--- src/rtl/bit_serializer_pkg.sv ---
// Shared definitions for the bit serializer and the sequence detector bench that consumes its stream.
package bit_serializer_pkg;

  typedef enum logic {
    StIdle  = 1'b0,
    StShift = 1'b1
  } state_e;

  localparam int unsigned DefaultWidth = 8;

endpackage

--- src/rtl/bit_serializer.sv ---
// Parallel-to-serial converter: takes WIDTH-bit words over valid/ready and shifts them out one
// bit per enabled clock, chaining back-to-back words with no gap bit.
module bit_serializer
  import bit_serializer_pkg::*;
#(
  parameter int unsigned WIDTH     = DefaultWidth,
  parameter bit          MSB_FIRST = 1'b1,
  parameter bit          IDLE_BIT  = 1'b0
) (
  input  logic             clock,
  input  logic             reset,
  input  logic             bit_en,
  input  logic [WIDTH-1:0] load_data,
  input  logic             load_valid,
  output logic             load_ready,
  output logic             dout,
  output logic             dout_valid,
  output logic             word_done,
  output logic             busy
);

  localparam int unsigned       CntW    = (WIDTH > 1) ? $clog2(WIDTH) : 1;
  localparam logic [CntW-1:0]   LastCnt = CntW'(WIDTH - 1);

  state_e           state_q, state_d;
  logic [WIDTH-1:0] shift_q, shift_d;
  logic [CntW-1:0]  cnt_q, cnt_d;
  logic             dout_q, dout_d;
  logic             dout_valid_q, dout_valid_d;
  logic             last_bit;
  logic             accept;

  always_comb begin
    last_bit   = (state_q == StShift) && (cnt_q == LastCnt);
    load_ready = reset & bit_en & ((state_q == StIdle) | last_bit);
    accept     = load_valid & load_ready;
    word_done  = last_bit;
    busy       = (state_q == StShift);
  end

  always_comb begin
    state_d = state_q;
    shift_d = shift_q;
    cnt_d   = cnt_q;
    if (accept) begin
      // Covers both a load from idle and the gapless reload on the last bit.
      shift_d = load_data;
      cnt_d   = '0;
      state_d = StShift;
    end else if (bit_en && (state_q == StShift)) begin
      if (last_bit) begin
        state_d = StIdle;
      end else begin
        shift_d = MSB_FIRST ? {shift_q[WIDTH-2:0], 1'b0} : {1'b0, shift_q[WIDTH-1:1]};
        cnt_d   = cnt_q + CntW'(1);
      end
    end
  end

  // Output flops are fed from next-state so dout always tracks the bit at the shift register head.
  always_comb begin
    dout_d       = IDLE_BIT;
    dout_valid_d = 1'b0;
    if (state_d == StShift) begin
      dout_d       = MSB_FIRST ? shift_d[WIDTH-1] : shift_d[0];
      dout_valid_d = 1'b1;
    end
  end

  always_ff @(posedge clock) begin
    if (!reset) begin
      state_q      <= StIdle;
      shift_q      <= '0;
      cnt_q        <= '0;
      dout_q       <= IDLE_BIT;
      dout_valid_q <= 1'b0;
    end else begin
      state_q      <= state_d;
      shift_q      <= shift_d;
      cnt_q        <= cnt_d;
      dout_q       <= dout_d;
      dout_valid_q <= dout_valid_d;
    end
  end

  assign dout       = dout_q;
  assign dout_valid = dout_valid_q;

endmodule

--- config.mk ---
export PLATFORM = sky130hd
export DESIGN_NAME = bit_serializer
export DESIGN_NICKNAME = d
export VERILOG_FILES = /design/src/rtl/bit_serializer_pkg.sv /design/src/rtl/bit_serializer.sv
export SDC_FILE = /design/constraint.sdc
export NUM_CORES = 1
export LEC_CHECK = 0
export CAP_MARGIN = 30
export CORE_MARGIN = 1.5
export CORE_UTILIZATION = 35
export DETAILED_ROUTE_END_ITERATION = 6
export PLACE_DENSITY_LB_ADDON = 0.1
export SLEW_MARGIN = 15
export SYNTH_ARGS = -nofsm -noshare
export SYNTH_HDL_FRONTEND = slang
export SYNTH_SLANG_ARGS = --single-unit
--- constraint.sdc ---
create_clock -name clock -period 1.5 [get_ports clock]
set_input_delay 0.45 -clock clock [delete_from_list [all_inputs] [get_ports clock]]
set_output_delay 0.45 -clock clock [all_outputs]
set_load 0.05 [all_outputs]
==> flow_summary_export.csv, run 1 <==
group,metric,value,unit
synth,syn_inst,66,
synth,avgSynthCellArea,10.3,um2
run_status,status,"finished, violations left",
floorplan,io_pins,17,
setup_path,path_max_fanout,5,
cts,tritoncts,"built",
routing,num_vias,641,
placement,dp_slack,-0.370,ns
synth,yosys_register_bits,13,
synth,syn-num-nets,80,
cts,cts-htree-levels,1,
routing,routed.top_layer,"met4",
power,irDropWorstVdd,495,uV
routing,drt_iter0_markers,6,
floorplan,fp.coreArea,1780,um2
worst_hold_path,hp-class,"reg2reg",
synth,syn_area,682,um2
global_routing,grt-ovfl-total,0,
routing,first_pass_iters,4,
sta,setup_viol_count_final,11,
synth,ys_types,29,
cells_and_area,fin_util,68.3,%
sta,drv_slew,0,
floorplan,die_w,47.1,um
cells_and_area,final.fill_count,144,
synth,muxShareOfSynthArea,13.2,%
synth,yosys.area_share.simple,15.4,%
setup_path,reg2reg_slack,-0.05,ns
sta,setup_ws,-0.242,ns
sta,tns,-0.686,ns
cells_and_area,mostFrequentLayoutCell,"buf_4",
placement,gp_congestion,0.775,
placement,place_inst,116,
routing,drtAntennaViolNets,0,
floorplan,initial_core_util,38.2,%
routing,wl_met3,81,um
floorplan,die-area,2220,um2
floorplan,rows,15,
routing,drt_wl_total,1.78,mm
synth,synth_top_area_cell,"dfxtp_1",
setup_path,cp-start-kind,"flip-flop",
cts,cts_buffer_depth,2,
synth,synthFlopType,"dfxtp_1",
cells_and_area,stdcell_count,126,
synth,yosys_warnings,0,
placement,dp_hpwl,1.16,mm
power,p_per_area,678,nW/um2
synth,synth_edf_count,0,
sta,fin_worst_skew,0.000833,ns
sta,finalHoldViolCount,0,
routing,wl_met1,828,um
synth,synth_top_family_by_area,"compound AO/OA/AOI/OAI gates",
synth,synth_top_cell_area_share,38.2,%
placement,port_buffers,16,
synth,synthXorXnorAreaFrac,1.28,%
sta,rsz0062_at_grt,"true",
global_routing,grtUsageTotal,17.1,%
synth,synthTopCellsByArea,"dfxtp_1, mux2i_1, o41ai_1",
global_routing,antenna_found_initial,0,
cts,cts_buffers,3,
cells_and_area,syn_to_final_growth,78.5,%
sta,relSlewSlack,79.2,%
job,drv_cap,0,
sta,min_period_over_period,116,%
setup_path,critPathArrivalTime,1.29,ns
run_status,violations,"negative setup slack",
routing,drt-vias-per-instance,5.09,
cells_and_area,layout-drive-gt1-share,50.5,%
setup_path,crit_type,"reg2out",
synth,synth_fa_ha_area_share,3.67,%
cts,root_buffer,"clkbuf_4",
power,total_leakage_power,0.533,nW
sta,worst_pin_slew,0.311,ns
global_routing,grt_max_degree,9,
sta,period_needed,1.74,ns
global_routing,grt_pass1_wl,2.66,mm
sta,fmax,0.574,GHz
synth,async_flop_share,0,%
routing,drc_errors,0,
cts,worst_setup_hold_path_clk_slew,0.08,ns
synth,ys_seq_area_share,38.2,%
cells_and_area,final_cell_mix,"buf_4, dfxtp_1, clkdlybuf4s50_1, a21oi_1, mux2i_1",
routing,met2_length,823,um
cells_and_area,layout.nets,116,
cts,cts_sinks,13,
cells_and_area,num_antenna_cells,0,
setup_path,cp-end-kind,"output port",
setup_path,cp.required,1.05,ns
global_routing,grt_pass1_vias,565,
routing,routedWlPerCell,14.1,um
synth,synth_compound_area_share,21.7,%
cts,clock_latency,0.27,ns
floorplan,fp.dieH,47.1,um
worst paths after layout:
kind	start	to	cells past startpoint
worst max register to register	cnt_q[1]	cnt_q[1]	5
worst min-delay path	shift_q[7]	shift_q[7]	2
worst max-delay path	cnt_q[1]	load_ready	5
worst min register to register	shift_q[7]	shift_q[7]	2
flip-flops by register name, indices dropped and copies added (netlist names):
register,cells
dout,1
cnt_q,3
shift_q,8
busy,1
stage by stage:
stage	area (um2)	power (W)	hold WS, ns
2_1_floorplan	718	0.000477	0.453
3_3_place_gp	1020	0.000567	0.472
3_5_place_dp	1020	0.000568	0.472
4_1_cts	1080	0.000796	0.484
5_1_grt	1220	0.000869	0.508
6_report	1220	0.000825	0.492
Yosys cell counts (2+ instances only):
cell type,instances
dfxtp_1,13
a21oi_1,7
mux2i_1,6
o41ai_1,6
and3_1,3
and2_1,2
buf_6,2
ha_1,2
inv_1,2
mux2_4,2
nand2_1,2
nor2_1,2
repair_timing:
action                     4_1_cts  5_1_grt
gates resized for setup          7       14
pin swaps                       13       11
setup endpoints to repair       13       14
hold buffers                     0        0
buffers inserted                 1        6
where the power goes:
part	total, W	switching [W]	internal [W]
combinational	0.000236	0.000112	0.000124
sequential	0.000376	0.0000142	0.000362
clock	0.000213	0.000110	0.000103
layer usage:
layer,vias up,GRT usage (%)
li1,323,-
met1,291,23.6
met2,21,26.3
met3,6,4.62
met4,0,5.00
met5,-,0
layout make-up:
type	instances	area [um2]	share of cell area (%)
multi-input combinational	46	517	42.4
timing repair buffer	35	364	29.9
sequential	13	264	21.7
tap	25	31.3	2.57
clock buffer	4	26.3	2.16
inverter	3	15.0	1.23
cell families after synthesis:
family	count (synthesis)
flip-flops	13
multiplexers	8
AND/OR/NAND/NOR	16
buffers and inverters	7
adder cells (fa/ha/maj)	2
AO/OA/AOI/OAI	19
XOR/XNOR	1
critical path, cell delays in order (launching register included):
cell     delay [ns]
dfxtp_2        0.34
ha_4           0.16
ha_4           0.17
nor2b_4        0.15
nor2_4         0.05
buf_12         0.14
Note: power is estimated with default switching activity, not from simulation.
==> inputs of run 2 (changes only) <==
GPL_TIMING_DRIVEN = 1   (was unset)
RECOVER_POWER = 50   (was unset)
==> run 2 against run 1 <==
Net effect: the flow still finishes with violations (negative setup slack); clock skew stayed put; cell count stayed put; worst hold slack unchanged; clock power is essentially flat; sequential share of layout area increased by 0.27 points; via count unchanged; fmax is the same; power fell by 0.50%; first-iteration DRC count is the same; critical path depth unchanged; global-route usage unchanged; largest cell class unchanged; highest routed layer unchanged.
==> flow_summary_export.csv, run 2 (same netlist as run 1, synthesis figures left out) <==
group,metric,value,unit
cts,tritoncts,"built",
global_routing,grt-ovfl-total,0,
setup_path,slowest_stage,"dfxtp_2",
run_status,status,"finished, violations left",
global_routing,grtUsageTotal,17.1,%
sta,period_needed,1.74,ns
cells_and_area,multiInputGateArea,517,um2
setup_path,startpoint,"cnt_q[1]",
setup_path,path_common_cell,"ha_4",
placement,gp_congestion,0.775,
sta,fin_worst_skew,0.000833,ns
setup_path,cp.required,1.05,ns
sta,fmax,0.574,GHz
floorplan,fp.coreArea,1780,um2
setup_path,worstPathCellList,"ha_4 -> ha_4 -> nor2b_4 -> nor2_4 -> buf_12",
cells_and_area,largest-register,"shift_q",
global_routing,antenna_found_initial,0,
sta,min_period_over_period,116,%
setup_path,cp-end-kind,"output port",
floorplan,die_w,47.1,um
routing,routedWlPerCell,14.2,um
cells_and_area,syn_to_final_growth,76.3,%
setup_path,r2r-end,"cnt_q[1]",
cts,cts_buffers,3,
cells_and_area,top_regs,"shift_q: 8 flops, cnt_q: 3 flops",
setup_path,cp-start-kind,"flip-flop",
global_routing,grt_pass1_vias,565,
setup_path,crit_buf_inv,1,
placement,port_buffers,16,
cts,root_buffer,"clkbuf_4",
cells_and_area,final.fill_count,146,
sta,tns,-0.686,ns
placement,dp_hpwl,1.16,mm
placement,place_inst,116,
cts,worst_setup_hold_path_clk_slew,0.08,ns
cts,cts_buffer_depth,2,
sta,relSlewSlack,79.2,%
sta,setup_viol_count_final,11,
worst_hold_path,hp-start,"shift_q[7]",
cts,clock_latency,0.27,ns
worst_hold_path,whs_endpoint,"shift_q[7]",
floorplan,io_pins,17,
placement,dp_slack,-0.370,ns
routing,drc_errors,0,
worst_hold_path,min_path_cells,2,
setup_path,reg2regPathDepth,5,
routing,drt-vias-per-instance,5.09,
power,fin_total_pwr,0.000821,W
routing,first_pass_iters,4,
floorplan,fp.dieH,47.1,um
sta,drv_slew,0,
power,irDropWorstVdd,490,uV
floorplan,die-area,2220,um2
cells_and_area,largest_reg_flops,8,
cells_and_area,final_cell_mix,"buf_4, dfxtp_1, clkdlybuf4s50_1, a21oi_1, mux2i_1",
run_status,violations,"negative setup slack",
sta,worst_pin_slew,0.311,ns
cells_and_area,layout.nets,116,
job,drv_cap,0,
setup_path,crit_type,"reg2out",
setup_path,path_delay_family,"flip-flops",
cts,cts-htree-levels,1,
sta,finalHoldViolCount,0,
power,p_per_area,683,nW/um2
setup_path,critPathArrivalTime,1.29,ns
cells_and_area,fin_util,67.4,%
cells_and_area,mostFrequentLayoutCell,"buf_4",
setup_path,max_stage_delay,0.34,ns
sta,setup_ws,-0.242,ns
setup_path,reg2reg_slack,-0.05,ns
cells_and_area,layout-drive-gt1-share,50.5,%
global_routing,grt_pass1_wl,2.66,mm
global_routing,grt_max_degree,9,
routing,num_vias,641,
cells_and_area,seq_area,264,um2
floorplan,rows,15,
cells_and_area,stdcell_count,126,
routing,drt_iter0_markers,6,
sta,rsz0062_at_grt,"true",
setup_path,path_max_fanout,5,
power,total_leakage_power,0.529,nW
worst_hold_path,hp-class,"reg2reg",
cts,cts_sinks,13,
floorplan,initial_core_util,38.2,%
routing,drtAntennaViolNets,0,
cells_and_area,num_antenna_cells,0,
setup_path,reg2reg_from,"cnt_q[1]",
routing,drt_wl_total,1.79,mm
-- run 2: routing by layer --
layer | part of all wire (%) | vias up | global-route usage, %
met5 | 0 | - | 0
met4 | 2.7 | 0 | 5.00
met3 | 4.8 | 6 | 4.62
met2 | 46 | 21 | 26.3
met1 | 46 | 291 | 23.6
li1 | - | 323 | -
-- run 2: worst max-delay path by stage --
stage	end	depth (start not counted)
after global placement	load_ready	4
after CTS	load_ready	5
after detailed placement	load_ready	4
after global routing	load_ready	5
final	load_ready	5
after floorplan	cnt_q[1]	6
-- run 2: what timing repair did --
item	CTS	global route
setup buffers	1	6
hold buffers	0	0
gates resized for setup	7	14
setup endpoints to repair	13	14
pin swaps	13	11
-- run 2: power by group --
part,switching [W],internal [W]
clock,0.000110,0.000103
sequential,0.0000136,0.000362
combinational,0.000112,0.000121
-- run 2: worst min-delay path, cell delays in order, from the launching register on --
cell      delay [ns]
dfxtp_1         0.30
inv_1           0.09
a211oi_2        0.06
-- run 2: area by class of cell --
cell class | count | share of cell area (%)
Clock buffer | 4 | 2.19
Multi-Input combinational cell | 46 | 43.0
Timing Repair Buffer | 35 | 29.0
Inverter | 3 | 1.25
Sequential cell | 13 | 22.0
Tap cell | 25 | 2.60
-- run 2: metrics by stage --
stage	area, um2	hold slack [ns]
2_1_floorplan	718	0.453
3_3_place_gp	1020	0.472
3_5_place_dp	1020	0.472
4_1_cts	1080	0.484
5_1_grt	1200	0.508
6_report	1200	0.492
